**config.mk**
```make
export PLATFORM = sky130hd
export DESIGN_NAME = pipe_ctrl
export DESIGN_NICKNAME = d
export VERILOG_FILES = /design/src/rtl/pipe_ctrl.sv
export SDC_FILE = /design/constraint.sdc
export NUM_CORES = 1
export LEC_CHECK = 0
export CAP_MARGIN = 15
export CELL_PAD_IN_SITES_DETAIL_PLACEMENT = 0
export CELL_PAD_IN_SITES_GLOBAL_PLACEMENT = 1
export CORE_MARGIN = 2
export CORE_UTILIZATION = 23
export DETAILED_ROUTE_END_ITERATION = 8
export PLACE_DENSITY_LB_ADDON = 0.1
export SYNTH_ARGS = -nofsm -noshare
export SYNTH_HDL_FRONTEND = slang
export SYNTH_SLANG_ARGS = --single-unit
```
**constraint.sdc**
```tcl
create_clock -name clock -period 1.5 [get_ports clock]
set_input_delay 0.15 -clock clock [delete_from_list [all_inputs] [get_ports clock]]
set_output_delay 0.15 -clock clock [all_outputs]
set_load 0.02 [all_outputs]
```
**src/rtl/pipe_ctrl.sv**
```systemverilog
// rtl/pipe_ctrl.sv - stall/flush sequencer for the IF/ID, ID/EX, EX/MEM and MEM/WB pipe registers
module pipe_ctrl #(
    parameter int LREG_W     = 5,
    parameter int MULDIV_LAT = 4,
    parameter int CNT_W      = 3
) (
    input  logic              clock,
    input  logic              reset_n,
    input  logic              id_valid,
    input  logic [LREG_W-1:0] id_rs1,
    input  logic [LREG_W-1:0] id_rs2,
    input  logic              id_src1_is_reg,
    input  logic              id_src2_is_reg,
    input  logic              ex_valid,
    input  logic [LREG_W-1:0] ex_rd,
    input  logic              ex_is_load,
    input  logic              ex_need_to_wb,
    input  logic              ex_is_muldiv,
    input  logic              ex_redirect,
    input  logic              mem_valid,
    input  logic              mem_is_load,
    input  logic              mem_is_store,
    input  logic              dmem_resp_valid,
    output logic              dmem_req_valid,
    output logic              ifu_redirect,
    output logic              pc_stall,
    output logic              ifid_stall,
    output logic              ifid_flush,
    output logic              idex_stall,
    output logic              idex_flush,
    output logic              exmem_stall,
    output logic              exmem_flush,
    output logic              memwb_flush,
    output logic              muldiv_busy
);

    typedef enum logic {M_IDLE, M_WAIT} mem_state_t;
    typedef enum logic [1:0] {MD_IDLE, MD_BUSY, MD_DONE} md_state_t;

    mem_state_t       mem_state, mem_state_next;
    md_state_t        md_state, md_state_next;
    logic [CNT_W-1:0] md_cnt, md_cnt_next;
    logic             redirect_done, redirect_done_next;

    logic mem_req;
    logic mem_busy;
    logic md_start;
    logic load_use;
    logic redirect_fire;

    assign mem_req  = mem_valid & (mem_is_load | mem_is_store);
    assign mem_busy = ((mem_state == M_IDLE) & mem_req)
                    | ((mem_state == M_WAIT) & ~dmem_resp_valid);
    assign md_start = (md_state == MD_IDLE) & ex_valid & ex_is_muldiv;

    assign load_use = ex_valid & ex_is_load & ex_need_to_wb & (ex_rd != '0) & id_valid
                    & ((id_src1_is_reg & (id_rs1 == ex_rd)) | (id_src2_is_reg & (id_rs2 == ex_rd)));

    // A redirect waits out a memory stall so the IFU is steered exactly once.
    assign redirect_fire = ex_redirect & ex_valid & ~redirect_done & ~mem_busy;

    always_ff @(posedge clock or negedge reset_n) begin
        if (!reset_n) begin
            mem_state     <= M_IDLE;
            md_state      <= MD_IDLE;
            md_cnt        <= '0;
            redirect_done <= 1'b0;
        end else begin
            mem_state     <= mem_state_next;
            md_state      <= md_state_next;
            md_cnt        <= md_cnt_next;
            redirect_done <= redirect_done_next;
        end
    end

    // md_cnt counts the EX cycles still owed by the mul/div, the current one included.
    always_comb begin
        mem_state_next     = mem_state;
        md_state_next      = md_state;
        md_cnt_next        = md_cnt;
        redirect_done_next = redirect_done;

        case (mem_state)
            M_IDLE:  if (mem_req) mem_state_next = M_WAIT;
            M_WAIT:  if (dmem_resp_valid) mem_state_next = M_IDLE;
            default: mem_state_next = M_IDLE;
        endcase

        case (md_state)
            MD_IDLE: begin
                if (md_start) begin
                    md_cnt_next   = CNT_W'(MULDIV_LAT - 1);
                    md_state_next = (MULDIV_LAT > 2) ? MD_BUSY : MD_DONE;
                end
            end
            MD_BUSY: begin
                md_cnt_next = md_cnt - CNT_W'(1);
                if (md_cnt == CNT_W'(2)) md_state_next = MD_DONE;
            end
            MD_DONE: begin
                if (!idex_stall) begin
                    md_state_next = MD_IDLE;
                    md_cnt_next   = '0;
                end
            end
            default: begin
                md_state_next = MD_IDLE;
                md_cnt_next   = '0;
            end
        endcase

        if (!idex_stall)
            redirect_done_next = 1'b0;
        else if (redirect_fire)
            redirect_done_next = 1'b1;
    end

    always_comb begin
        dmem_req_valid = (mem_state == M_IDLE) & mem_req;
        muldiv_busy    = md_start | (md_state == MD_BUSY);
        ifu_redirect   = redirect_fire;

        pc_stall    = (mem_busy | muldiv_busy | load_use) & ~redirect_fire;
        ifid_stall  = mem_busy | muldiv_busy | (load_use & ~redirect_fire);
        idex_stall  = mem_busy | muldiv_busy;
        exmem_stall = mem_busy;

        // Flushes are masked by the same register's stall so a held value is never lost.
        ifid_flush  = redirect_fire & ~ifid_stall;
        idex_flush  = (redirect_fire | load_use) & ~idex_stall;
        exmem_flush = muldiv_busy & ~exmem_stall;
        memwb_flush = mem_busy;
    end

endmodule
```
Word level (Yosys, flattened, before mapping)
Index checks and enable logic that the tools add are counted.

word-level totals
  logic and storage cells = 65
  input bits = 29
  output and inout port bits = 11
  bits in read-only memories = 0
  memories = 0
  flip-flop bits (word level) = 7
  bits in latches = 0
  bits in writable memories = 0

operators by class
  bitwise logic cells = 35
  div/mod/pow operators = 0
  reductions and logical operators = 4
  equal/unequal tests = 9
  add/sub/neg operators = 1
  shift-type cells = 0
  $mul = 0
  magnitude comparators = 0
  muxes and demuxes = 12

operators with widths
  cell                 count
  $and 1x1->1          20
  $eq 5x5->1           2
  $pmux 3 s3           1
  $or 1x1->1           8
  $not 1->1            7
  $mux 2               3
  $mux 3               2
  $ne 2x2->1 const B   3
  $pmux 2 s3           1
  $reduce_bool 5->1    1
  $mux 1               4
  $eq 3x2->1 const B   1
  $reduce_and 3->1     1
  $sub 3x1->3 const B  1
  $eq 2x1->1 const B   1
  $eq 2x2->1 const B   1
  $logic_not 2->1      1
  $ne 2x1->1 const B   1
  $pmux 1 s2           1
  $reduce_and 2->1     1

Logic depth before layout (Yosys ltp)
Gate-level depths: netlist of the first run.

  word-level depth = 11
  depth in mapped cells = 7
  depth with buffers taken out = 6

Worst setup path after synthesis of the first run
OpenSTA, ideal clock, no wires.

  path type = register -> output
  start point = register md_state[0]
  end point = output port ifid_stall
  stages on the path, launching flop included = 7
  path buffers = 1
  required time = 1.350 ns
  setup slack = -0.239 ns
  arrival time = 1.589 ns
  cell sequence = dfrtp_1 -> buf_2 -> a21oi_2 -> or2_4 -> inv_2 -> nor2_1 -> o31ai_1

between the ends
  word-level cells in the longest chain between the ends = 6
  elaborated cells on any way between the ends = 7
  classes of those cells = 1 x eq/ne; 5 x bitwise; 1 x reduce/logical

RTL lines
  element                     RTL line  text
  start, declared             41        md_state_t md_state, md_state_next;
  start signal, assigned      70        md_state <= md_state_next;
  $logic_not 2->1             54        assign md_start = (md_state == MD_IDLE) & ex_valid & ex_is_muldiv;
  $and 1x1->1 (2 in series)   54
  $or 1x1->1 *                120       muldiv_busy = md_start | (md_state == MD_BUSY);
  named net muldiv_busy       34        output logic muldiv_busy
  $or 1x1->1 * (2 in series)  124       ifid_stall = mem_busy | muldiv_busy | (load_use & ~redirect_fire);
  end, declared               27        output logic ifid_stall,

Mark *: on every way through the listed nets, which the timed path passes. The rest lies on a longest branch.

Worst setup path after layout of the first run
  start point = input port id_rs1[4]
  end point = output port idex_flush

between the ends
  word-level cells in the longest chain between the ends = 6

RTL lines
  element          RTL line  text
  start, declared  10        input logic [LREG_W-1:0] id_rs1,
  $eq 5x5->1       57        & ((id_src1_is_reg & (id_rs1 == ex_rd)) | (id_src2_is_reg & (id_rs2 == ex_rd)));
  $and 1x1->1      57
  $or 1x1->1       57
  $and 1x1->1      57
  $or 1x1->1       130       idex_flush = (redirect_fire | load_use) & ~idex_stall;
  $and 1x1->1      130
  end, declared    30        output logic idex_flush,

Every way passes these cells.

==> results.sh, run 1 <==
export IMPL_placed_cell_area_um2=1170
export IMPL_synthArstFlopShare=1.00
export IMPL_yosys_area_top_type="dfrtp_1"
export IMPL_yosysWarnings=0
export IMPL_start_util=0.240
export IMPL_dr_first_iter_drc_count=7
export IMPL_status="complete, but fails checks"
export IMPL_synth_top_area_share=0.297
export IMPL_cts_tree="built"
export IMPL_num_rows=18
export IMPL_cp_data_required_time_ps=1350
export IMPL_clk_pin_slew_ps=50
export IMPL_avgViaCountPerCell=4.48
export IMPL_die_width_um=54.6
export IMPL_relSlewSlack=0.766
export IMPL_design_portCount=40
export IMPL_cts_max_path_buffers=2
export IMPL_swShare=0.398
export IMPL_root_buffer="clkbuf_4"
export IMPL_comb_power_share=0.732
export IMPL_fin_worst_skew_ps=1.23
export IMPL_avgRoutedWirePerCell_um=12.1
export IMPL_grt_pass1_vias=681
export IMPL_cts_made_buffers=3
export IMPL_tightest_slew_ps=348
export IMPL_wl_um=2030
export IMPL_grt_max_degree=9
export IMPL_rsz0062_at_grt="yes"
export IMPL_synth_nets=101
export IMPL_syn_area_per_cell_um2=8.42
export IMPL_slew_viol_final=0
export IMPL_p_seq_frac=0.177
export IMPL_setup_violations_final=5
export IMPL_synthTopCellsByArea="dfrtp_1 30%, xor2_1 13%, nor2_1 5.1%"
export IMPL_antenna_found_initial=0
export IMPL_nNetsFinal=170
export IMPL_power_density_nw_per_um2=1390
export IMPL_coreArea_um2=2450
export IMPL_regToRegSetupSlack_ps=110
export IMPL_layout_cells_non_filler=168
export IMPL_dpl_worst_slack_ps=-969
export IMPL_synth_most_common_cell="xor2_1"
export IMPL_p_int_w=0.00112
export IMPL_synthTopCellsByCount="9 x xor2_1, 8 x nor2_1, 7 x dfrtp_1"
export IMPL_stdcell_area_um2=1330
export IMPL_yosysSeqAreaShare=0.297
export IMPL_layout_drive_gt1_share=0.471
export IMPL_final_antenna_net_count=0
export IMPL_rr_worst_depth=6
export IMPL_hp_class="input port to async pin"
export IMPL_cp_end_kind="output port"
export IMPL_violations="negative setup slack"
export IMPL_switchingPower_w=0.000737
export IMPL_path_class="input port to output port"
export IMPL_synth_seq_cells=7
export IMPL_p_clk_frac=0.091
export IMPL_crit_path_start_kind="input port"
export IMPL_drv_cap=0
export IMPL_path_max_fanout=3
export IMPL_p_leak_nw=0.606
export IMPL_layout_setup_ws_ps=-156
export IMPL_r2r_start="mem_state$_DFF_PN0_"
export IMPL_clkLatencyLatePin_ps=250
export IMPL_io_buffer_count=39
export IMPL_timing_final_crit_share=1.10
export IMPL_grt_ovfl_total=0
export IMPL_synthToLayoutAreaGrowth_pct=126
export IMPL_min_period_ps=1660
export IMPL_ys_types=32
export IMPL_grt_pass1_wl_um=2970
export IMPL_max_vdd_ir_drop_mv=0.904
export IMPL_cp_arrival_ps=1510
export IMPL_die_area_um2=2980
export IMPL_dp_cells=153
export IMPL_design_power_total_w=0.00185
export IMPL_num_vias=753
export IMPL_synth_ff_type="dfrtp_1"
export IMPL_drcViolationCount=0
export IMPL_timing_fmax_ghz=0.604
export IMPL_postSynthCellCount=70
export IMPL_clock_sinks=7
export IMPL_timing_rr_end="redirect_done$_DFFE_PN0P_"
export IMPL_synth_edf_count=0
export IMPL_n_antenna_cell=0
export IMPL_place_gp_congestion=0.797
export IMPL_grt_use_total=0.140
export IMPL_htree_levels=1
export IMPL_hold_viol_final=0
export IMPL_netlist_area_um2=589
export IMPL_drt_pre_antenna_iters=3
export IMPL_hpwl_um=1590
export IMPL_die_h_um=54.6
cell families after synthesis:
logic type / share of synthesized area
and+or+nand+nor: 0.214
DFF: 0.297
adders and majority gates: 0.0425
xor gates and xnor gates: 0.163
buffers and inverters: 0.0658
AOI/OAI and AO/OA: 0.217
power groups by stage:
| stage | sequential, W | combinational, W | clock, W |
|---|---|---|---|
| after floorplan | 0.000324 | 0.000613 | 0 |
| after global placement | 0.000322 | 0.00111 | 0 |
| after detailed placement | 0.000329 | 0.00112 | 0 |
| after CTS | 0.000324 | 0.00121 | 0.000181 |
| after global routing | 0.000337 | 0.00148 | 0.000182 |
| final | 0.000328 | 0.00136 | 0.000168 |
state kept, by name, indices dropped and copies added (netlist names):
| signal | cells |
|---|---|
| md_cnt | 3 |
| md_state | 2 |
| redirect_done | 1 |
| mem_state | 1 |
final cells by class:
class	instances	area, um^2
fillers	247	1120
well taps	30	37.5
clock buffers	4	26.3
multi-input cells	54	480
flip-flops and latches	7	176
repair buffers	66	574
inverters	7	36.3
metrics by stage:
| stage | hold slack (ps) | TNS [ps] | utilization |
|---|---|---|---|
| 6_report | 169 | -509 | 0.542 |
| 5_1_grt | 199 | -950 | 0.542 |
| 4_1_cts | 171 | -876 | 0.513 |
| 3_5_place_dp | 444 | -6610 | 0.476 |
| 3_3_place_gp | 438 | -6610 | 0.476 |
| 2_1_floorplan | -146 | -30.9 | - |
what timing repair did:
| action | CTS | global route |
|---|---|---|
| resized for setup | 83 | 26 |
| setup endpoints to repair | 11 | 10 |
| buffers inserted | 6 | 5 |
| pin swaps | 9 | 6 |
| hold buffers | 0 | 0 |
layer usage:
layer	share of wire	vias up	global-route usage
met5	0	-	0
met4	0.015	0	0.0625
met3	0.062	4	0.0137
met2	0.50	24	0.240
met1	0.42	344	0.174
li1	-	381	-
how the worst max path moves through the flow:
stage                                  startpoint          to  slack, ps  cells past startpoint
after floorplan           md_state[0]$_DFFE_PN0P_  ifid_stall        -30                      6
after global placement                   ex_rd[3]  idex_flush       -950                      6
after detailed placement                 ex_rd[3]  idex_flush       -970                      6
after CTS                 md_state[0]$_DFFE_PN0P_  idex_flush       -180                      7
after global routing      md_state[0]$_DFFE_PN0P_  idex_flush       -250                      7
final                                   id_rs1[4]  idex_flush       -160                      6
cell usage in the layout (no fill, tap or decap), types with 2 or more instances in the layout:
| master | synthesis | layout |
|---|---|---|
| nor2_1 | 8 | 7 |
| dfrtp_1 | 7 | 6 |
| clkdlybuf4s15_2 | 0 | 2 |
| buf_4 | 1 | 23 |
| o21a_1 | 2 | 2 |
| clkbuf_2 | 0 | 3 |
| xor2_1 | 9 | 9 |
| a21oi_2 | 1 | 2 |
| o211ai_1 | 2 | 2 |
| clkdlybuf4s15_1 | 0 | 3 |
| inv_4 | 0 | 2 |
| ha_1 | 2 | 2 |
| clkdlybuf4s50_1 | 0 | 9 |
| xnor2_1 | 2 | 2 |
| buf_2 | 1 | 3 |
| buf_6 | 0 | 11 |
| a21oi_1 | 3 | 2 |
| nand2_1 | 4 | 4 |
| clkbuf_4 | 0 | 3 |
| inv_1 | 5 | 3 |
| nor4_2 | 1 | 2 |
| nor2_4 | 0 | 2 |
| dlygate4sd2_1 | 0 | 12 |
worst max-delay path, stage by stage:
cell and delay, ps:
dlygate4sd2_1 230, xor2_1 150, nor4_2 330, a32oi_4 230, o32ai_4 260, buf_6 150
Note: power is estimated with default switching activity, not from simulation.
==> inputs of run 2 (changes only) <==
--- a/config.mk
+++ b/config.mk
@@ -5,9 +5,11 @@
 export SDC_FILE = /design/constraint.sdc
 export NUM_CORES = 1
 export LEC_CHECK = 0
+export ABC_CLOCK_PERIOD_IN_PS = 1500
 export CAP_MARGIN = 15
 export CELL_PAD_IN_SITES_DETAIL_PLACEMENT = 0
 export CELL_PAD_IN_SITES_GLOBAL_PLACEMENT = 1
+export CORE_ASPECT_RATIO = 0.9
 export CORE_MARGIN = 2
 export CORE_UTILIZATION = 23
 export DETAILED_ROUTE_END_ITERATION = 8
==> run 2 against run 1 <==
Effect of this change: the run still ends with negative setup slack left; global-route usage increased by 0.95 points; sequential share of layout area grew 0.66 points; clock-buffer cell count did not move; largest power group unchanged; critical path depth increased by 1; setup slack lost 39 ps; critical endpoint unchanged; largest cell class unchanged.
==> results.sh, run 2 (same netlist as run 1, synthesis figures left out) <==
export IMPL_root_buffer="clkbuf_4"
export IMPL_drt_pre_antenna_iters=2
export IMPL_start_util=0.241
export IMPL_cts_tree="built"
export IMPL_design_portCount=40
export IMPL_status="complete, but fails checks"
export IMPL_grt_use_total=0.149
export IMPL_cp_data_required_time_ps=1350
export IMPL_antenna_found_initial=0
export IMPL_hold_ws_ps=160
export IMPL_hold_viol_final=0
export IMPL_hp_class="input port to async pin"
export IMPL_fin_worst_skew_ps=5.89
export IMPL_cts_max_path_buffers=2
export IMPL_relSlewSlack=0.769
export IMPL_rsz0062_at_grt="yes"
export IMPL_path_max_fanout=3
export IMPL_final_antenna_net_count=0
export IMPL_die_area_um2=2980
export IMPL_max_vdd_ir_drop_mv=0.721
export IMPL_cp_end_kind="output port"
export IMPL_hpwl_um=1620
export IMPL_min_period_ps=1690
export IMPL_coreArea_um2=2450
export IMPL_largest_reg_flops=3
export IMPL_cts_made_buffers=3
export IMPL_clk_pin_slew_ps=60
export IMPL_final_common_cell="buf_4"
export IMPL_drv_cap=0
export IMPL_slew_viol_final=0
export IMPL_grt_ovfl_total=0
export IMPL_power_density_nw_per_um2=1330
export IMPL_dr_first_iter_drc_count=12
export IMPL_n_antenna_cell=0
export IMPL_layout_drive_gt1_share=0.374
export IMPL_htree_levels=1
export IMPL_clock_sinks=7
export IMPL_r2r_start="mem_state$_DFF_PN0_"
export IMPL_top_regs="md_cnt x3, md_state x2"
export IMPL_regToRegSetupSlack_ps=230
export IMPL_nNetsFinal=163
export IMPL_setup_violations_final=8
export IMPL_cp_arrival_ps=1540
export IMPL_crit_path_start_kind="input port"
export IMPL_timing_final_crit_share=1.13
export IMPL_drcViolationCount=0
export IMPL_layout_cells_non_filler=159
export IMPL_violations="negative setup slack"
export IMPL_synthToLayoutAreaGrowth_pct=114
export IMPL_regMostFlops="md_cnt"
export IMPL_grt_pass1_vias=777
export IMPL_die_width_um=57.4
export IMPL_dpl_worst_slack_ps=-982
export IMPL_avgViaCountPerCell=4.45
export IMPL_num_vias=707
export IMPL_avgRoutedWirePerCell_um=12.3
export IMPL_design_power_total_w=0.00168
export IMPL_grt_max_degree=9
export IMPL_io_buffer_count=39
export IMPL_p_leak_nw=0.601
export IMPL_tightest_slew_ps=343
export IMPL_critPathLaunch="ex_rd[2]"
export IMPL_die_h_um=52.0
export IMPL_final_util=0.515
export IMPL_wl_um=1960
export IMPL_layout_setup_ws_ps=-194
export IMPL_path_class="input port to output port"
export IMPL_grt_pass1_wl_um=3400
export IMPL_num_rows=17
export IMPL_timing_fmax_ghz=0.590
export IMPL_clkLatencyLatePin_ps=260
export IMPL_cts_hold_buf=0
export IMPL_place_gp_congestion=0.733
export IMPL_layout_common_cells="20 x buf_4, 10 x clkdlybuf4s50_1, 9 x xor2_1, 9 x dlygate4sd2_1"
export IMPL_dp_cells=152
==> run 2: cell types whose count changed in the layout (fill, tap and decap cells not counted), sizes merged <==
cell	previous run	this run
clkbuf	7	6
buf	37	27
dlygate4sd2	12	9
dlymetal6s2s	0	5
clkdlybuf4s50	9	10
clkdlybuf4s15	5	6
==> run 2: cell type report <==
| type | count | area [um^2] |
|---|---|---|
| fill | 241 | 1190 |
| tap | 28 | 35.0 |
| multi-input combinational | 54 | 447 |
| inverter | 7 | 31.3 |
| clock buffer | 4 | 26.3 |
| timing repair buffer | 59 | 544 |
| sequential | 7 | 175 |
==> run 2: what timing repair did <==
action	CTS	global route
endpoints found under the setup margin	11	10
gates cloned	0	0
gates resized for setup	64	20
pin swaps	9	7
buffers inserted	2	2
==> run 2: path summary, 6_finish.rpt <==
path,end,cells after the start
max in group asynchronous,mem_state$_DFF_PN0_,1
max reg2reg,md_cnt[2]$_DFFE_PN0P_,5
min reg2reg,md_state[1]$_DFFE_PN0P_,1
max,idex_flush,7
min,md_state[1]$_DFFE_PN0P_,1
min in group clock,mem_state$_DFF_PN0_,4
==> run 2: per-layer routing <==
metal	wire (um)	share of wire	vias up	GRT usage
met5	0	0	-	0
met4	0	0	0	0.0271
met3	113	0.058	0	0.0547
met2	946	0.48	20	0.252
met1	897	0.46	322	0.183
li1	-	-	365	-
==> run 2: stage by stage <==
step                cell area [um^2]  setup TNS, ps
floorplan                        632          -30.9
global placement                1170          -6660
detailed placement              1170          -6770
CTS                             1210          -1120
global route                    1260          -1620
finish                          1260           -844
==> run 2: power by group <==
group          switching (W)  total [W]  internal [W]  leakage, nW
clock              0.0000758   0.000178      0.000102       0.0150
sequential         0.0000542   0.000328      0.000274       0.0871
combinational       0.000572    0.00117      0.000602        0.499
total               0.000702    0.00168      0.000978        0.601
==> run 2: critical path, cell delays in order <==
cell and delay [ps]:
clkdlybuf4s15_1 200, buf_4 150, xor2_1 140, nor4_2 330
a32oi_4 130, o32ai_4 290, buf_6 150
